## src/rtl/cam_cfg_pkg.sv

```systemverilog
`default_nettype none
// ============================================================================
// Module      : cam_cfg_pkg
// Description : Shared types and constants for the camera configuration
//               sequencer: state encoding, table marker values, the table
//               entry layout and an index-width helper.
// Revision    : 1.0 - initial release
// ============================================================================
package cam_cfg_pkg;

    typedef logic [2:0] state_t;

    localparam state_t ST_IDLE      = 3'd0;
    localparam state_t ST_FETCH     = 3'd1;
    localparam state_t ST_ISSUE     = 3'd2;
    localparam state_t ST_WAIT_DONE = 3'd3;
    localparam state_t ST_DELAY     = 3'd4;
    localparam state_t ST_NEXT      = 3'd5;
    localparam state_t ST_FINISH    = 3'd6;
    localparam state_t ST_ERROR     = 3'd7;

    localparam logic [15:0] CFG_DELAY_MARK = 16'hFFF0;
    localparam logic [15:0] CFG_END_MARK   = 16'hFFFF;

    // Register address occupies the upper byte so a raw 16-bit table word
    // reads naturally as {reg, value}.
    typedef struct packed {
        logic [7:0] reg_addr;
        logic [7:0] value;
    } cfg_entry_t;

    // Counter/index width that never collapses to zero bits.
    function automatic int idx_width(input int n);
        return (n > 1) ? $clog2(n) : 1;
    endfunction

endpackage
`default_nettype wire

```

## src/rtl/cam_cfg_rom.sv

```systemverilog
`default_nettype none
// ============================================================================
// Module      : cam_cfg_rom
// Description : Camera register table. Purely combinational lookup; camera
//               variants replace only this file. Unlisted indices return the
//               end marker.
// Ports       : idx_i   - table index
//               entry_o - {reg, value} entry at idx_i
// Revision    : 1.0 - initial release
// ============================================================================
module cam_cfg_rom
    import cam_cfg_pkg::*;
#(
    parameter int IDX_W = 6
) (
    input  logic [IDX_W-1:0] idx_i,
    output cfg_entry_t       entry_o
);

    always_comb begin
        entry_o = CFG_END_MARK;
        case (32'(idx_i))
            32'd0:   entry_o = '{reg_addr: 8'h12, value: 8'h80};  // soft reset
            32'd1:   entry_o = '{reg_addr: 8'h11, value: 8'h01};  // clock prescale
            32'd2:   entry_o = CFG_DELAY_MARK;                    // settle after reset
            32'd3:   entry_o = '{reg_addr: 8'h0C, value: 8'h04};  // output format
            default: entry_o = CFG_END_MARK;
        endcase
    end

endmodule
`default_nettype wire

```

## src/rtl/cam_cfg_seq.sv

```systemverilog
`default_nettype none
// ============================================================================
// Module      : cam_cfg_seq
// Description : Walks the camera register table and issues one 3-byte I2C
//               write (slave addr, reg, value) per entry through the I2C
//               master's transaction port. Handles delay and end markers.
//               Optional macro CAM_CFG_TIMEOUT_EN adds a WAIT_DONE watchdog
//               that moves to ERROR and raises error_o.
// Ports       : clk_i, rst_n_i (async, active-low)
//               start_i              - run the table from entry 0
//               busy_o/done_o        - run status / completion pulse
//               error_o              - sticky timeout flag
//               cfg_idx_o            - entry currently processed
//               i2c_send_o/nbytes_o/data_o - request to I2C master
//               i2c_done_i/ready_i   - I2C master status
// Revision    : 1.0 - initial release
// ============================================================================
module cam_cfg_seq
    import cam_cfg_pkg::*;
#(
    parameter logic [7:0] SLV_ADDR_G     = 8'h42,
    parameter int         NREGS_G        = 64,
    parameter int         DELAY_CYCLES_G = 1_000_000,
    parameter int         TIMEOUT_G      = 200_000
) (
    input  logic                          clk_i,
    input  logic                          rst_n_i,
    input  logic                          start_i,
    output logic                          busy_o,
    output logic                          done_o,
    output logic                          error_o,
    output logic [idx_width(NREGS_G)-1:0] cfg_idx_o,
    output logic                          i2c_send_o,
    output logic [1:0]                    i2c_nbytes_o,
    output logic [23:0]                   i2c_data_o,
    input  logic                          i2c_done_i,
    input  logic                          i2c_ready_i
);

    localparam int IDX_W = idx_width(NREGS_G);
    localparam int DLY_W = idx_width(DELAY_CYCLES_G);
    localparam logic [IDX_W-1:0] C_LAST_IDX = IDX_W'(NREGS_G - 1);
    localparam logic [DLY_W-1:0] C_DLY_LAST = DLY_W'(DELAY_CYCLES_G - 1);

    state_t           r_state;
    logic [IDX_W-1:0] r_idx;
    logic [23:0]      r_data;
    logic             r_send;
    logic [DLY_W-1:0] r_dly_cnt;
    cfg_entry_t       w_entry;
    logic [15:0]      w_entry_raw;

`ifdef CAM_CFG_TIMEOUT_EN
    localparam int TO_W = idx_width(TIMEOUT_G);
    localparam logic [TO_W-1:0] C_TO_LAST = TO_W'(TIMEOUT_G - 1);
    logic [TO_W-1:0] r_to_cnt;
    logic            r_error;
    assign error_o = r_error;
`else
    assign error_o = 1'b0;
`endif

    cam_cfg_rom #(
        .IDX_W (IDX_W)
    ) u_rom (
        .idx_i   (r_idx),
        .entry_o (w_entry)
    );

    assign w_entry_raw = w_entry;

    always_ff @(posedge clk_i or negedge rst_n_i) begin
        if (!rst_n_i) begin
            r_state   <= ST_IDLE;
            r_idx     <= '0;
            r_data    <= {16'h0000, SLV_ADDR_G};
            r_send    <= 1'b0;
            r_dly_cnt <= '0;
`ifdef CAM_CFG_TIMEOUT_EN
            r_to_cnt  <= '0;
            r_error   <= 1'b0;
`endif
        end else begin
            r_send <= 1'b0;
            case (r_state)
                // ERROR behaves like IDLE for restart; error_o stays set
                // until the restart is accepted.
                ST_IDLE, ST_ERROR: begin
                    if (start_i) begin
                        r_state <= ST_FETCH;
                        r_idx   <= '0;
`ifdef CAM_CFG_TIMEOUT_EN
                        r_error <= 1'b0;
`endif
                    end
                end
                ST_FETCH: begin
                    // Byte 0 travels in the LSBs; data holds until next FETCH.
                    r_data <= {w_entry.value, w_entry.reg_addr, SLV_ADDR_G};
                    if (w_entry_raw == CFG_END_MARK) begin
                        r_state <= ST_FINISH;
                    end else if (w_entry_raw == CFG_DELAY_MARK) begin
                        r_state   <= ST_DELAY;
                        r_dly_cnt <= '0;
                    end else begin
                        r_state <= ST_ISSUE;
                    end
                end
                ST_ISSUE: begin
                    // Waiting on ready also absorbs the master's post-stop hold.
                    if (i2c_ready_i) begin
                        r_send  <= 1'b1;
                        r_state <= ST_WAIT_DONE;
`ifdef CAM_CFG_TIMEOUT_EN
                        r_to_cnt <= '0;
`endif
                    end
                end
                ST_WAIT_DONE: begin
                    if (i2c_done_i) begin
                        r_state <= ST_NEXT;
`ifdef CAM_CFG_TIMEOUT_EN
                    end else if (r_to_cnt == C_TO_LAST) begin
                        r_state <= ST_ERROR;
                        r_error <= 1'b1;
                    end else begin
                        r_to_cnt <= r_to_cnt + 1'b1;
`endif
                    end
                end
                ST_DELAY: begin
                    if (r_dly_cnt == C_DLY_LAST) begin
                        r_state <= ST_NEXT;
                    end else begin
                        r_dly_cnt <= r_dly_cnt + 1'b1;
                    end
                end
                ST_NEXT: begin
                    // Last table slot terminates the run even without a marker.
                    if (r_idx == C_LAST_IDX) begin
                        r_state <= ST_FINISH;
                    end else begin
                        r_idx   <= r_idx + 1'b1;
                        r_state <= ST_FETCH;
                    end
                end
                ST_FINISH: r_state <= ST_IDLE;
                default:   r_state <= ST_IDLE;
            endcase
        end
    end

    assign busy_o       = (r_state == ST_FETCH) || (r_state == ST_ISSUE) ||
                          (r_state == ST_WAIT_DONE) || (r_state == ST_DELAY) ||
                          (r_state == ST_NEXT);
    assign done_o       = (r_state == ST_FINISH);
    assign cfg_idx_o    = r_idx;
    assign i2c_send_o   = r_send;
    assign i2c_nbytes_o = 2'd2;
    assign i2c_data_o   = r_data;

endmodule
`default_nettype wire

```

## config.mk

```make
export PLATFORM = sky130hd
export DESIGN_NAME = cam_cfg_seq
export DESIGN_NICKNAME = d
export VERILOG_FILES = /design/src/rtl/cam_cfg_pkg.sv /design/src/rtl/cam_cfg_rom.sv /design/src/rtl/cam_cfg_seq.sv
export SDC_FILE = /design/constraint.sdc
export NUM_CORES = 1
export LEC_CHECK = 0
export BUFFER_PORTS_ARGS = -buffer_cell sky130_fd_sc_hd__buf_2
export CAP_MARGIN = 10
export CORE_AREA = 10 10 94 87
export DETAILED_ROUTE_END_ITERATION = 10
export DIE_AREA = 0 0 104 97
export GPL_TIMING_DRIVEN = 0
export PLACE_DENSITY = 0.63
export SYNTH_ARGS = -nofsm -noshare
export SYNTH_HDL_FRONTEND = slang
export SYNTH_HIERARCHICAL = 1
export SYNTH_SLANG_ARGS = --single-unit
```

## constraint.sdc

```tcl
create_clock -name clk_i -period 4.4 [get_ports clk_i]
set_input_delay 0.44 -clock clk_i [delete_from_list [all_inputs] [get_ports clk_i]]
set_output_delay 0.44 -clock clk_i [all_outputs]
set_load 0.05 [all_outputs]
```

### Word level (Yosys, flattened, before mapping)

Cells that the tools add are included.
Widths: inputs -> output; s select.

* output and inout bits: 36
* input port bits: 5
* logic and storage cells: 59
* flip-flop bits (word level): 46

* reductions and logical operators: 12
* eq/ne operators: 22
* add/subtract/negate cells: 2
* multiplexer cells: 18

Operators with widths (count)
* $pmux 16 s4: 1
* $mux 20: 3
* $pmux 20 s2: 1
* $eq 16x16->1 const B: 2
* $mux 3: 7
* $pmux 3 s7: 1
* $add 20x1->20 const B: 1
* $eq 20x20->1 const B: 1
* $ne 2x2->1 const B: 8
* $eq 3x3->1 const B: 4
* $eq 6x2->1 const B: 2
* $mux 6: 2
* $pmux 6 s2: 1
* $reduce_and 4->1: 2
* $add 6x1->6 const B: 1
* $eq 3x2->1 const B: 2
* $eq 6x1->1 const B: 1
* $eq 6x6->1 const B: 1
* $logic_not 6->1: 1
* $logic_or 1x1->1: 4
* $reduce_bool 2->1: 2
* $eq 3x1->1 const B: 1
* $logic_not 3->1: 1
* $reduce_and 3->1: 1
* other kinds (2): 3

### Logic depth before layout (Yosys ltp)

* depth after elaboration: 6
* mapped depth: 9
* depth with buffers taken out: 7

### Cells and area by module

Netlist, hierarchy kept.

By module, submodules not included
* cam_cfg_seq: area each 2595.0 um2, cells each 270, instances 1, seq. area each 1151.1 um2
* cam_cfg_rom: area each 132.6 um2, cells each 20, instances 1, seq. area each 0.0 um2

### Worst setup path before layout

Ideal clock, no wire load.

* path type: register to register
* start point: reg r_idx[5] (netlist: cfg_idx_o[5])
* end point: reg r_dly_cnt[15]
* cell stages (with the launch flop): 10
* arrival time: 2.595 ns
* buffers on the path: 2
* setup time: 0.132 ns
* clock period less this slack: 2.727 ns
* required time: 4.268 ns
* path slack: 1.673 ns
* cell sequence: dfrtp_1 > nor4_4 > inv_1 > buf_4 > or4_4 > nor4_4 > nand2_2 > nand2_4 > buf_6 > a31oi_1

RTL lines
* from (decl): RTL line cam_cfg_seq.sv:46 `logic [IDX_W-1:0] r_idx;`
* from (signal assigned): RTL line cam_cfg_seq.sv:143 `r_idx <= r_idx + 1'b1;`
* to (signal assigned): RTL line cam_cfg_seq.sv:135 `r_dly_cnt <= r_dly_cnt + 1'b1;`
* to (decl): RTL line cam_cfg_seq.sv:49 `logic [DLY_W-1:0] r_dly_cnt;`

==> flow_summary.ini <==
[route]
first_pass_iters = 4
ant_nets = 0
route.detailed.drc = 0
num_vias = 2277
wl_per_cell_um = 14.22
via_per_inst = 5.383
drt_wl_total_mm = 6.013
drt_iter0_drc = 149

[power]
swShare_pct = 45.98
p_total_uw = 2000
comb_power_share_pct = 55.7
pwr-share-seq_pct = 28.8
cellInternalPower_uw = 1080
p_clk_share_pct = 15.6
p_leak_uw = 0.001388
p_switching_uw = 919.6
peakVddDrop_mv = 0.3271
p_per_area_mw_per_mm2 = 640.1

[clock_tree]
cts_made_buffers = 5
insertion_delay_ns = 0.30
clk_pin_slew_worst_paths_ns = 0.08
post-cts-setup-buffers = 0
htreeDepth = 2
postCtsHoldBufs = 0
cts_tree = done
clock_path_buffers = 2
cts_root_buffer = clkbuf_8
numClockSinks = 46
cts-resized-gates = 0

[setup_path]
reg2regPathDepth = 9
critPathMostFrequentCell = nor4_4
cp_cell_sequence = nor4_4, inv_1, buf_4, or4_4, nor4_4, nand2_2, nand2_4, buf_6, a31oi_1
max_stage_delay_ns = 0.51
rrSetupSlack_ns = 1.52
critPathRequiredTime_ns = 4.57
reg2reg_from = cfg_idx_o[5]
critPathMaxFanout = 10
slowest_stage = nor4_4
cp_data_arrival_time_ns = 3.06
path_class = register to register
cp-end-kind = register
cpLargestDelayFamily = simple AND/OR/NAND/NOR gates
critPathLaunchType = register
r2r_end = r_dly_cnt[14]
path_buf_inv = 3

[floorplan]
io_pins = 41
fp.dieH_um = 97
core_area_mm2 = 0.006148
fp.dieW_um = 104
initial_core_util_pct = 44.36
num_rows = 27
dieArea_mm2 = 0.01009

[grt]
antenna_found_initial = 0
grt_pass1_vias = 2222
gr-total-overflow = 0
grtUsageTotal_pct = 12.39
grt_first_pass_wirelength_mm = 10.78
grt_max_degree = 47

[synth]
yosys-top-cells-count = dfrtp_1, nand2_1, buf_4
synth.distinct_cells = 50
yosys.area_share.simple_pct = 21.61
ys_ff_latch = 46
synthAdderAreaFrac_pct = 0.9174
yosys_warnings = 6
avgSynthCellArea_um2 = 9.406
synth_compound_area_share_pct = 16.61
synth-xor-area-share_pct = 0.9633
syn_inst = 290
synth_mux_area_share_pct = 7.339
synth_top_area_share_pct = 42.20
synthTopCellsByArea = dfrtp_1, mux2_2, buf_4
synth_top_family_by_area = simple AND/OR/NAND/NOR gates
synth_edf_count = 0
yosys.area.top_type = dfrtp_1
syn-cell-area_mm2 = 0.002728
ys.flop_type = dfrtp_1
synth.most_common_cell = dfrtp_1
synth_seq_area_share_pct = 42.20
synthArstFlopShare_pct = 100.0

[worst_hold_path]
hold_class = input port to async pin

[sta]
fin_skew_ns = 0.01033
fmax_mhz = 346.9
fin_tns_setup_ns = 0
post-route-min-period_ns = 2.883
slew_headroom_pct = 31.49
finalSetupViolations = 0
holdWs_ns = 0.3163
worst_pin_slew_ns = 1.028
fin_crit_sh_pct = 65.52
maxSlewViolCount = 0
rsz0062_at_grt = false
finalHoldViolations = 0

[finish]
drive_gt1_share_pct = 29.17
syn_to_final_growth_pct = 14.54
layout.nets = 342
ff_latch_area_mm2 = 0.001151
diodes = 0
fillers = 609
multiInputGateArea_mm2 = 0.001335
final_util_pct = 50.81

[placement]
portBuffers = 29
hpwlAfterDp_mm = 4.415
gp_congestion = 0.8458

[flow_run]
maxCapViolCount = 0

[run_status]
run_status = completed
==> layer usage <==
layer / track usage, % / vias to the layer above / wire [um]
met1: 17.18 / 1071 / 2927
met4: 5.207 / 0 / 71
li1: - / 1124 / -
met2: 17.64 / 77 / 2554
met5: 0 / - / 0
met3: 3.309 / 5 / 459
==> power by group through the flow <==
stage / registers [uW] / logic (uW) / clock network, uW
final: 576 / 1110 / 311
after global routing: 593 / 1210 / 342
after CTS: 576 / 1120 / 323
after detailed placement: 585 / 1110 / 0
after global placement: 582 / 1110 / 0
after floorplan: 768 / 708 / 0
==> cell usage in the layout, fill, tap and decap left out, types with 2 or more instances in the layout <==
master	synthesis	routed
nand2_1	29	29
nand3_1	17	17
a31oi_1	19	19
mux2i_1	2	2
clkbuf_8	0	5
clkbuf_1	4	4
mux2_2	16	16
o211ai_1	3	3
o21ai_1	3	3
a21oi_1	15	15
buf_4	21	21
buf_6	3	3
a41oi_1	3	3
o21ai_0	15	15
conb_1	2	11
xnor2_1	3	3
nor2_1	12	12
buf_2	6	35
nand4_1	11	11
and3_2	2	2
nor4_1	4	4
inv_1	9	9
clkinv_2	0	2
or3_1	5	5
nand2b_1	2	2
nor3_1	6	6
nor4_4	2	2
nor3_2	2	2
ha_1	2	2
and3_1	4	4
a211oi_1	2	2
dfrtp_1	46	46
==> worst reg2reg max path, stage by stage, from the launching register on <==
cell and delay, ns:
dfrtp_1 0.45, nor4_4 0.51, inv_1 0.16, buf_4 0.17, or4_4 0.50, nor4_4 0.35, nand2_2 0.17, nand2_4 0.19
buf_6 0.17, a31oi_1 0.10
==> cell type report <==
class | instances | area share, %
multi-input cells | 209 | 42.73
flip-flops and latches | 46 | 36.84
plain buffers | 35 | 7.729
repair buffers | 29 | 4.646
well taps | 87 | 3.484
clock buffers | 5 | 2.203
clock inverters | 3 | 1.282
inverters | 9 | 1.081
==> stage by stage <==
stage / instances / setup slack [ns] / area [um^2]
5_1_grt: 423 / 1.324 / 3124
3_3_place_gp: 415 / 1.553 / 3015
2_1_floorplan: 299 / 1.673 / 2761
3_5_place_dp: 415 / 1.530 / 3015
4_1_cts: 423 / 1.514 / 3124
6_report: 423 / 1.517 / 3124
==> state kept, by name, indices dropped and copies added, names as in the netlist <==
register,cells
r_dly_cnt,20
i2c_send_o,1
r_state,3
cfg_idx_o,6
i2c_data_o,16
==> kinds of logic after synthesis <==
group / count (synthesis)
fa+ha+maj: 2
other cells: 2
xor+xnor: 3
compound gates: 70
simple gates: 105
mux: 18
buf+inv: 44
flops: 46
==> how the worst max path moves through the flow <==
stage	slack, ns	cells past startpoint	start	endpoint
3_3_place_gp	1.55	9	cfg_idx_o[5]	r_dly_cnt[3]
4_1_cts	1.51	9	cfg_idx_o[5]	r_dly_cnt[14]
6_report	1.52	9	cfg_idx_o[5]	r_dly_cnt[14]
5_1_grt	1.32	9	cfg_idx_o[5]	r_dly_cnt[3]
3_5_place_dp	1.53	9	cfg_idx_o[5]	r_dly_cnt[3]
2_1_floorplan	1.67	9	cfg_idx_o[5]	r_dly_cnt[15]
(Power assumes the default switching activity.)
